==> src/rtl/bcd_serial_adder_ctrl.sv <==
// bcd_serial_adder_ctrl: digit-serial packed-BCD adder sharing one digit adder and one >9 comparator; BCD_SUB_EN adds nine's-complement subtract
module bcd_serial_adder_ctrl #(
    parameter int DIGITS = 4
) (
    input  logic                clk,
    input  logic                resetn,
    input  logic                start,
    input  logic [4*DIGITS-1:0] a,
    input  logic [4*DIGITS-1:0] b,
    input  logic                cin,
`ifdef BCD_SUB_EN
    input  logic                sub,
`endif
    output logic                busy,
    output logic                done,
    output logic [4*DIGITS-1:0] sum,
    output logic                cout,
    output logic                err
);
    localparam int W  = 4 * DIGITS;
    localparam int IW = DIGITS > 1 ? $clog2(DIGITS) : 1;
    typedef enum logic [1:0] {IDLE, ADD, DONE} state_t;
    state_t        r_state;
    logic [W-1:0]  r_a, r_b, r_sum;
    logic [IW-1:0] r_idx;
    logic          r_c, r_cout, r_err, r_busy, r_done;
    logic [3:0]    w_a_d, w_b_d, w_b_e, w_s;
    logic [4:0]    w_t;
    logic          w_gt9, w_bad, w_last;
    function automatic logic above9(input logic [4:0] v);
        return v[4] | (v[3] & (v[2] | v[1]));
    endfunction
    assign w_a_d = 4'(r_a >> {r_idx, 2'b00});
    assign w_b_d = 4'(r_b >> {r_idx, 2'b00});
`ifdef BCD_SUB_EN
    logic r_sub;
    assign w_b_e = r_sub ? 4'd9 - w_b_d : w_b_d;
`else
    assign w_b_e = w_b_d;
`endif
    assign w_t    = {1'b0, w_a_d} + {1'b0, w_b_e} + {4'b0, r_c};
    assign w_gt9  = above9(w_t);
    assign w_s    = w_gt9 ? w_t[3:0] + 4'd6 : w_t[3:0];
    assign w_bad  = above9({1'b0, w_a_d}) | above9({1'b0, w_b_d});
    assign w_last = r_idx == IW'(DIGITS - 1);
    assign busy   = r_busy;
    assign done   = r_done;
    assign sum    = r_sum;
    assign cout   = r_cout;
    assign err    = r_err;
    // Control FSM: latch operands on start, correct one digit per cycle, pulse done
    always_ff @(posedge clk) begin
        if (!resetn) begin
            r_state <= IDLE;
            r_a     <= '0;
            r_b     <= '0;
            r_sum   <= '0;
            r_idx   <= '0;
            r_c     <= 1'b0;
            r_cout  <= 1'b0;
            r_err   <= 1'b0;
            r_busy  <= 1'b0;
            r_done  <= 1'b0;
`ifdef BCD_SUB_EN
            r_sub   <= 1'b0;
`endif
        end else begin
            case (r_state)
                IDLE: if (start) begin
                    r_a     <= a;
                    r_b     <= b;
                    r_idx   <= '0;
                    r_err   <= 1'b0;
                    r_busy  <= 1'b1;
                    r_state <= ADD;
`ifdef BCD_SUB_EN
                    r_sub   <= sub;
                    r_c     <= sub | cin;
`else
                    r_c     <= cin;
`endif
                end
                ADD: begin
                    for (int i = 0; i < DIGITS; i++)
                        if (r_idx == IW'(i)) r_sum[4*i +: 4] <= w_s;
                    r_c   <= w_gt9;
                    r_err <= r_err | w_bad;
                    r_idx <= w_last ? '0 : r_idx + IW'(1);
                    if (w_last) begin
                        r_cout  <= w_gt9;
                        r_busy  <= 1'b0;
                        r_done  <= 1'b1;
                        r_state <= DONE;
                    end
                end
                DONE: begin
                    r_done  <= 1'b0;
                    r_state <= IDLE;
                end
                default: r_state <= IDLE;
            endcase
        end
    end
endmodule

==> config.mk <==
export PLATFORM = sky130hd
export DESIGN_NAME = bcd_serial_adder_ctrl
export DESIGN_NICKNAME = d
export VERILOG_FILES = /design/src/rtl/bcd_serial_adder_ctrl.sv
export SDC_FILE = /design/constraint.sdc
export NUM_CORES = 1
export LEC_CHECK = 0
export BUFFER_PORTS_ARGS = -buffer_cell sky130_fd_sc_hd__buf_2
export CAP_MARGIN = 10
export CORE_MARGIN = 3
export CORE_UTILIZATION = 46
export CTS_CLUSTER_SIZE = 40
export DETAILED_ROUTE_END_ITERATION = 6
export GPL_TIMING_DRIVEN = 1
export PLACE_DENSITY = 0.73
export SLEW_MARGIN = 10
export SYNTH_ARGS = -nofsm -noshare
export SYNTH_HDL_FRONTEND = slang
export SYNTH_SLANG_ARGS = --single-unit
==> constraint.sdc <==
create_clock -name clk -period 3.4 [get_ports clk]
set_input_delay 0.68 -clock clk [delete_from_list [all_inputs] [get_ports clk]]
set_output_delay 0.68 -clock clk [all_outputs]
set_load 0.02 [all_outputs]
==> impl_metrics.env, run 1 <==
export IMPL_htreeDepth=3
export IMPL_wl_per_cell_um=13.5
export IMPL_vdd_ir_drop_max_uv=348
export IMPL_routabilityCongestion=0.756
export IMPL_drive_above_1_share_pct=22.6
export IMPL_path_class="flop to flop"
export IMPL_combinationalPowerShare_pct=15.0
export IMPL_drv_cap=0
export IMPL_worst_pin_slew_ns=0.807
export IMPL_vias=2088
export IMPL_cp_max_fo=7
export IMPL_slew_headroom_pct=46.2
export IMPL_grt_max_degree=58
export IMPL_endpoint_kind="flop"
export IMPL_cpPeakStageDelay_ns=0.62
export IMPL_outcome="finished clean"
export IMPL_p_sw_share_pct=26.1
export IMPL_io_buffers=55
export IMPL_final_util_pct=58.1
export IMPL_nets=380
export IMPL_fin_crit_ns=3.09
export IMPL_die_area_sq_um=6620
export IMPL_multi_input_comb_area_sq_um=1360
export IMPL_fmax_mhz=324
export IMPL_row_count=26
export IMPL_clock_skew_ns=0.00764
export IMPL_critPathRequiredTime_ns=3.66
export IMPL_p_leak_uw=0.00133
export IMPL_intPower_uw=1100
export IMPL_ant_nets=0
export IMPL_ys_seq_area_share_pct=43.7
export IMPL_synth_edf_count=0
export IMPL_start_util_pct=49.2
export IMPL_synth_top_area_share_pct=43.7
export IMPL_fp_dieH_um=81.3
export IMPL_finalWorstSetupSlack_ns=0.312
export IMPL_yosysUniqueCellTypes=38
export IMPL_critPathSlowestCell="mux4_1"
export IMPL_avgSynthCellArea_sq_um=9.23
export IMPL_numCtsBuffers=9
export IMPL_place_ws_ns=0.294
export IMPL_path_buf_inv=2
export IMPL_antenna_found_initial=0
export IMPL_clkSinkCount=57
export IMPL_cts_tree="done"
export IMPL_path_delay_family="multiplexers"
export IMPL_drc_errors=0
export IMPL_syn_area_sq_um=2610
export IMPL_first_global_vias=1857
export IMPL_dr_pass1_iters=5
export IMPL_die_x_um=81.3
export IMPL_grt_usage_pct=18.0
export IMPL_synth_area_leaders="dfxtp_1 44%, a21boi_0 11%, nand2_1 11%"
export IMPL_cts_resized=0
export IMPL_cp_cell_sequence="buf_4, mux4_1, inv_1, fa_1, ha_1, o31ai_4, mux2_2, a21oi_1"
export IMPL_cp_arrival_ns=3.35
export IMPL_clockRootBuffer="clkbuf_8"
export IMPL_switching_power_uw=388
export IMPL_ys_flop_type="dfxtp_1"
export IMPL_ios=56
export IMPL_drt_initial_drc_count=111
export IMPL_power_frac_clock_pct=36.1
export IMPL_drt_wl_total_mm=5.50
export IMPL_grt_pass1_wl_mm=8.87
export IMPL_grt_overflow_total=0
export IMPL_dp_hpwl_mm=3.94
export IMPL_clk_insertion_delay_late_ns=0.33
export IMPL_cts_setup_buffers=0
export IMPL_rsz0062_at_grt="no"
export IMPL_cts_max_path_buffers=2
export IMPL_yosysWarningCount=0
export IMPL_diodes=0
export IMPL_n_fill_cell=490
export IMPL_period_share_pct=90.8
export IMPL_tns_ns=0
export IMPL_regArea_sq_um=1140
export IMPL_hold_path_class="flop to flop"
export IMPL_vias_per_cell=5.14
export IMPL_ctsHoldBuffers=0
export IMPL_dpl_cell_count=392
export IMPL_synthesis_nets=330
export IMPL_synth_top_area_cell="dfxtp_1"
export IMPL_setup_viol=0
export IMPL_power_frac_seq_pct=48.8
export IMPL_syn_inst=283
export IMPL_p_per_area_nw_per_um2=482
export IMPL_area_growth_pct=18.0
export IMPL_hold_viol_final=0
export IMPL_yosys_register_bits=57
export IMPL_drv_slew=0
export IMPL_fp_coreArea_sq_um=5300
export IMPL_path_clk_slew_ns=0.06
export IMPL_stdcell_count=406
export IMPL_start_kind="flop"
export IMPL_async_flop_share_pct=0
==> Yosys cell counts (all sizes together), types with 4 or more instances <==
cell,count
nand2b,4
inv,8
clkbuf,17
nor2,4
mux4,8
ha,9
o211a,4
nand3,5
o21ai,10
a21boi,39
and2,6
dfxtp,57
a21oi,11
nand2,74
==> layer usage <==
metal,global-route usage (%),wire length [um],up-vias,share of wire [%]
met5,0,0,-,0
met4,10.5,160,0,2.9
met3,5.76,335,13,6.1
met2,27.0,2480,67,45
met1,22.7,2520,948,46
li1,-,-,1060,-
==> worst min-delay path, stage by stage, from the launching register on <==
cell and delay [ns]:
dfxtp_1 0.31, nand2_1 0.05, a21boi_0 0.06
==> metrics by stage <==
stage          hold WS, ns  cell area, sq um  total power, uW
4_1_cts              0.469              3080             1500
3_3_place_gp         0.452              2920              957
3_5_place_dp         0.462              2920              963
6_report             0.469              3080             1490
5_1_grt              0.482              3080             1560
2_1_floorplan        0.439              2610              896
==> power by group through the flow <==
stage / Clock (uW) / Combinational (uW) / Sequential [uW]
floorplan: 0 / 156 / 740
global placement: 0 / 219 / 738
detailed placement: 0 / 223 / 740
CTS: 549 / 225 / 725
global route: 583 / 250 / 728
finish: 537 / 223 / 725
==> worst paths after layout <==
kind	start	to	slack, ns	depth (start not counted)
max	r_idx[0]$_SDFFE_PN0P_	sum[10]$_SDFFE_PN0P_	0.31	8
min	sum[15]$_SDFFE_PN0P_	sum[15]$_SDFFE_PN0P_	0.47	2
max reg2reg	r_idx[0]$_SDFFE_PN0P_	sum[10]$_SDFFE_PN0P_	0.31	8
min reg2reg	sum[15]$_SDFFE_PN0P_	sum[15]$_SDFFE_PN0P_	0.47	2
==> cell type report <==
class / count / share of cell area [%]
clock buffers: 14 / 5.28
flip-flops and latches: 57 / 37.0
multi-input cells: 198 / 44.0
well taps: 70 / 2.84
inverters: 8 / 0.974
repair buffers: 59 / 9.91
==> layout by cell type, fill, tap and decap left out, types with 2 or more instances in the layout <==
cell type	instances
a21boi_0	37
a21oi_1	11
and2_1	5
buf_2	55
buf_4	4
clkbuf_1	3
clkbuf_8	11
dfxtp_1	57
fa_1	2
ha_1	9
inv_1	8
mux4_1	6
mux4_2	2
nand2_1	74
nand2b_1	4
nand3_1	5
nor2_1	4
nor2b_1	3
nor3_1	3
o211a_1	4
o21ai_0	10
xor2_1	2
==> logic make-up (layout without fill, tap and decap cells) <==
kind of cell             count (synthesis)  count (layout)  share of synthesized area (%)
multiplexers                             9               9                           8.19
buffers and inverters                   28              81                           4.41
adder cells (fa/ha/maj)                 11              11                           5.85
flip-flops                              57              57                           43.7
XOR/XNOR                                 2               2                          0.671
AO/OA/AOI/OAI                           72              72                           19.9
AND/OR/NAND/NOR                        104             104                           17.3
==> sequential cells by signal, summed over array words and instances (netlist names) <==
register,cells
r_c,1
r_b,16
sum,16
busy,1
err,1
r_state,2
r_idx,2
done,1
r_a,16
cout,1
Note: power is estimated with default switching activity, not from simulation.
==> run 2: changes to the inputs <==
- BUFFER_PORTS_ARGS: -buffer_cell sky130_fd_sc_hd__buf_2 -> -buffer_cell sky130_fd_sc_hd__clkbuf_2
==> run 2 against run 1 <==
  * Critical path depth stayed put
  * Clock power rose by 25%
  * First-iteration DRC count shrank 14%
  * Hold slack about the same
  * Fmax up 0.11%
  * Combinational power barely moved
  * Clock-buffer cell count down 1
  * Critical path type unchanged
  * Largest cell class unchanged
  * Largest power group unchanged
  * Highest routed layer unchanged
==> impl_metrics.env, run 2 (synthesized netlist as in run 1, its figures left out) <==
export IMPL_clk_insertion_delay_late_ns=0.34
export IMPL_dr_pass1_iters=4
export IMPL_grt_max_degree=58
export IMPL_antenna_found_initial=0
export IMPL_met1_length_mm=2.50
export IMPL_period_share_pct=90.7
export IMPL_drt_wl_total_mm=5.41
export IMPL_dp_hpwl_mm=3.91
export IMPL_ant_nets=0
export IMPL_p_per_area_nw_per_um2=516
export IMPL_grt_pass1_wl_mm=8.92
export IMPL_critPathRequiredTime_ns=3.67
export IMPL_power_frac_clock_pct=41.4
export IMPL_io_buffers=55
export IMPL_drt_initial_drc_count=96
export IMPL_slew_headroom_pct=38.6
export IMPL_start_util_pct=49.2
export IMPL_row_count=26
export IMPL_clkSinkCount=57
export IMPL_numCtsBuffers=9
export IMPL_multi_input_comb_area_sq_um=1360
export IMPL_vias_per_cell=5.04
export IMPL_intPower_uw=1210
export IMPL_grt_usage_pct=18.3
export IMPL_diodes=0
export IMPL_dr_wl_met2_mm=2.47
export IMPL_wl_per_cell_um=13.3
export IMPL_cts_resized=0
export IMPL_htreeDepth=3
export IMPL_setup_viol=0
export IMPL_n_fill_cell=485
export IMPL_routabilityCongestion=0.760
export IMPL_clockRootBuffer="clkbuf_8"
export IMPL_place_ws_ns=0.327
export IMPL_area_growth_pct=20.0
export IMPL_switching_power_uw=403
export IMPL_post_dp_cell_area_sq_um=2920
export IMPL_ios=56
export IMPL_path_clk_slew_ns=0.06
export IMPL_p_leak_uw=0.00135
export IMPL_layout_commonest_cell="nand2_1"
export IMPL_path_class="flop to flop"
export IMPL_cp_arrival_ns=3.35
export IMPL_rsz0062_at_grt="no"
export IMPL_cts_setup_buffers=0
export IMPL_start_kind="flop"
export IMPL_outcome="finished clean"
export IMPL_fmax_mhz=324
export IMPL_stdcell_area_sq_um=3130
export IMPL_cts_max_path_buffers=2
export IMPL_endpoint_kind="flop"
export IMPL_combinationalPowerShare_pct=13.8
export IMPL_die_x_um=81.3
export IMPL_cts_tree="done"
export IMPL_drv_cap=0
export IMPL_fp_dieH_um=81.3
export IMPL_hold_path_class="flop to flop"
export IMPL_worst_pin_slew_ns=0.920
export IMPL_regArea_sq_um=1140
export IMPL_hold_viol_final=0
export IMPL_vdd_ir_drop_max_uv=266
export IMPL_fp_coreArea_sq_um=5300
export IMPL_finalWorstSetupSlack_ns=0.316
export IMPL_cp_max_fo=7
export IMPL_p_sw_share_pct=25.0
export IMPL_vias=2051
export IMPL_tns_ns=0
export IMPL_clock_skew_ns=0.00491
export IMPL_drv_slew=0
export IMPL_first_global_vias=1909
export IMPL_most_common_layout_cells="74 x nand2_1, 57 x dfxtp_1, 55 x clkbuf_2"
export IMPL_nets=380
export IMPL_fin_crit_ns=3.08
export IMPL_dr_wl_met3_um=353
export IMPL_drc_errors=0
export IMPL_power_frac_seq_pct=44.8
export IMPL_die_area_sq_um=6620
export IMPL_ctsHoldBuffers=0
export IMPL_top_layer_used="met4"
export IMPL_grt_overflow_total=0
export IMPL_drive_above_1_share_pct=23.7
## run 2: cell types whose count changed in the layout (fill, tap and decap cells not counted)
cell / previous run / this run
clkbuf_1: 3 / 0
clkinv_2: 0 / 1
clkbuf_2: 0 / 55
buf_2: 55 / 0
clkbuf_8: 11 / 13
bufinv_16: 0 / 1
## run 2: per-stage QoR
step	power (uW)	util [%]	std cells	hold WS, ns
detailed placement	963	55.0	392	0.460
global route	1700	59.1	407	0.491
finish	1620	59.1	407	0.468
CTS	1640	59.1	407	0.470
global placement	957	55.0	392	0.453
floorplan	896	-	283	0.439
## run 2: area by class of cell
| cell class | count | share of cell area [%] |
|---|---|---|
| clock buffer | 13 | 5.71 |
| clock inverter | 2 | 1.12 |
| inverter | 8 | 0.958 |
| multi-input combinational | 198 | 43.3 |
| sequential | 57 | 36.4 |
| tap | 70 | 2.80 |
| timing repair buffer | 59 | 9.74 |
## run 2: final timing paths
path / from / end / slack, ns / cells past startpoint
max: r_idx[0]$_SDFFE_PN0P_ / sum[6]$_SDFFE_PN0P_ / 0.32 / 8
min: sum[11]$_SDFFE_PN0P_ / sum[11]$_SDFFE_PN0P_ / 0.47 / 2
max reg2reg: r_idx[0]$_SDFFE_PN0P_ / sum[6]$_SDFFE_PN0P_ / 0.32 / 8
min reg2reg: sum[11]$_SDFFE_PN0P_ / sum[11]$_SDFFE_PN0P_ / 0.47 / 2
## run 2: layer usage
metal  vias up  track usage (%)
li1       1065                -
met1       921             22.0
met2        58             28.7
met3         7             7.21
met4         0             8.11
met5         -                0
## run 2: power groups by stage
stage	Sequential [uW]	Clock (uW)	Combinational, uW
after global routing	728	715	253
after detailed placement	740	0	223
after CTS	725	686	225
final	725	669	223
after global placement	738	0	219
after floorplan	740	0	156
## run 2: critical path: stages (launching register included)
cell and delay, ns:
dfxtp_1 0.47, buf_4 0.23, mux4_1 0.61, inv_1 0.11, fa_1 0.45, ha_1 0.26, o31ai_4 0.33, mux2_2 0.41
a21oi_1 0.14
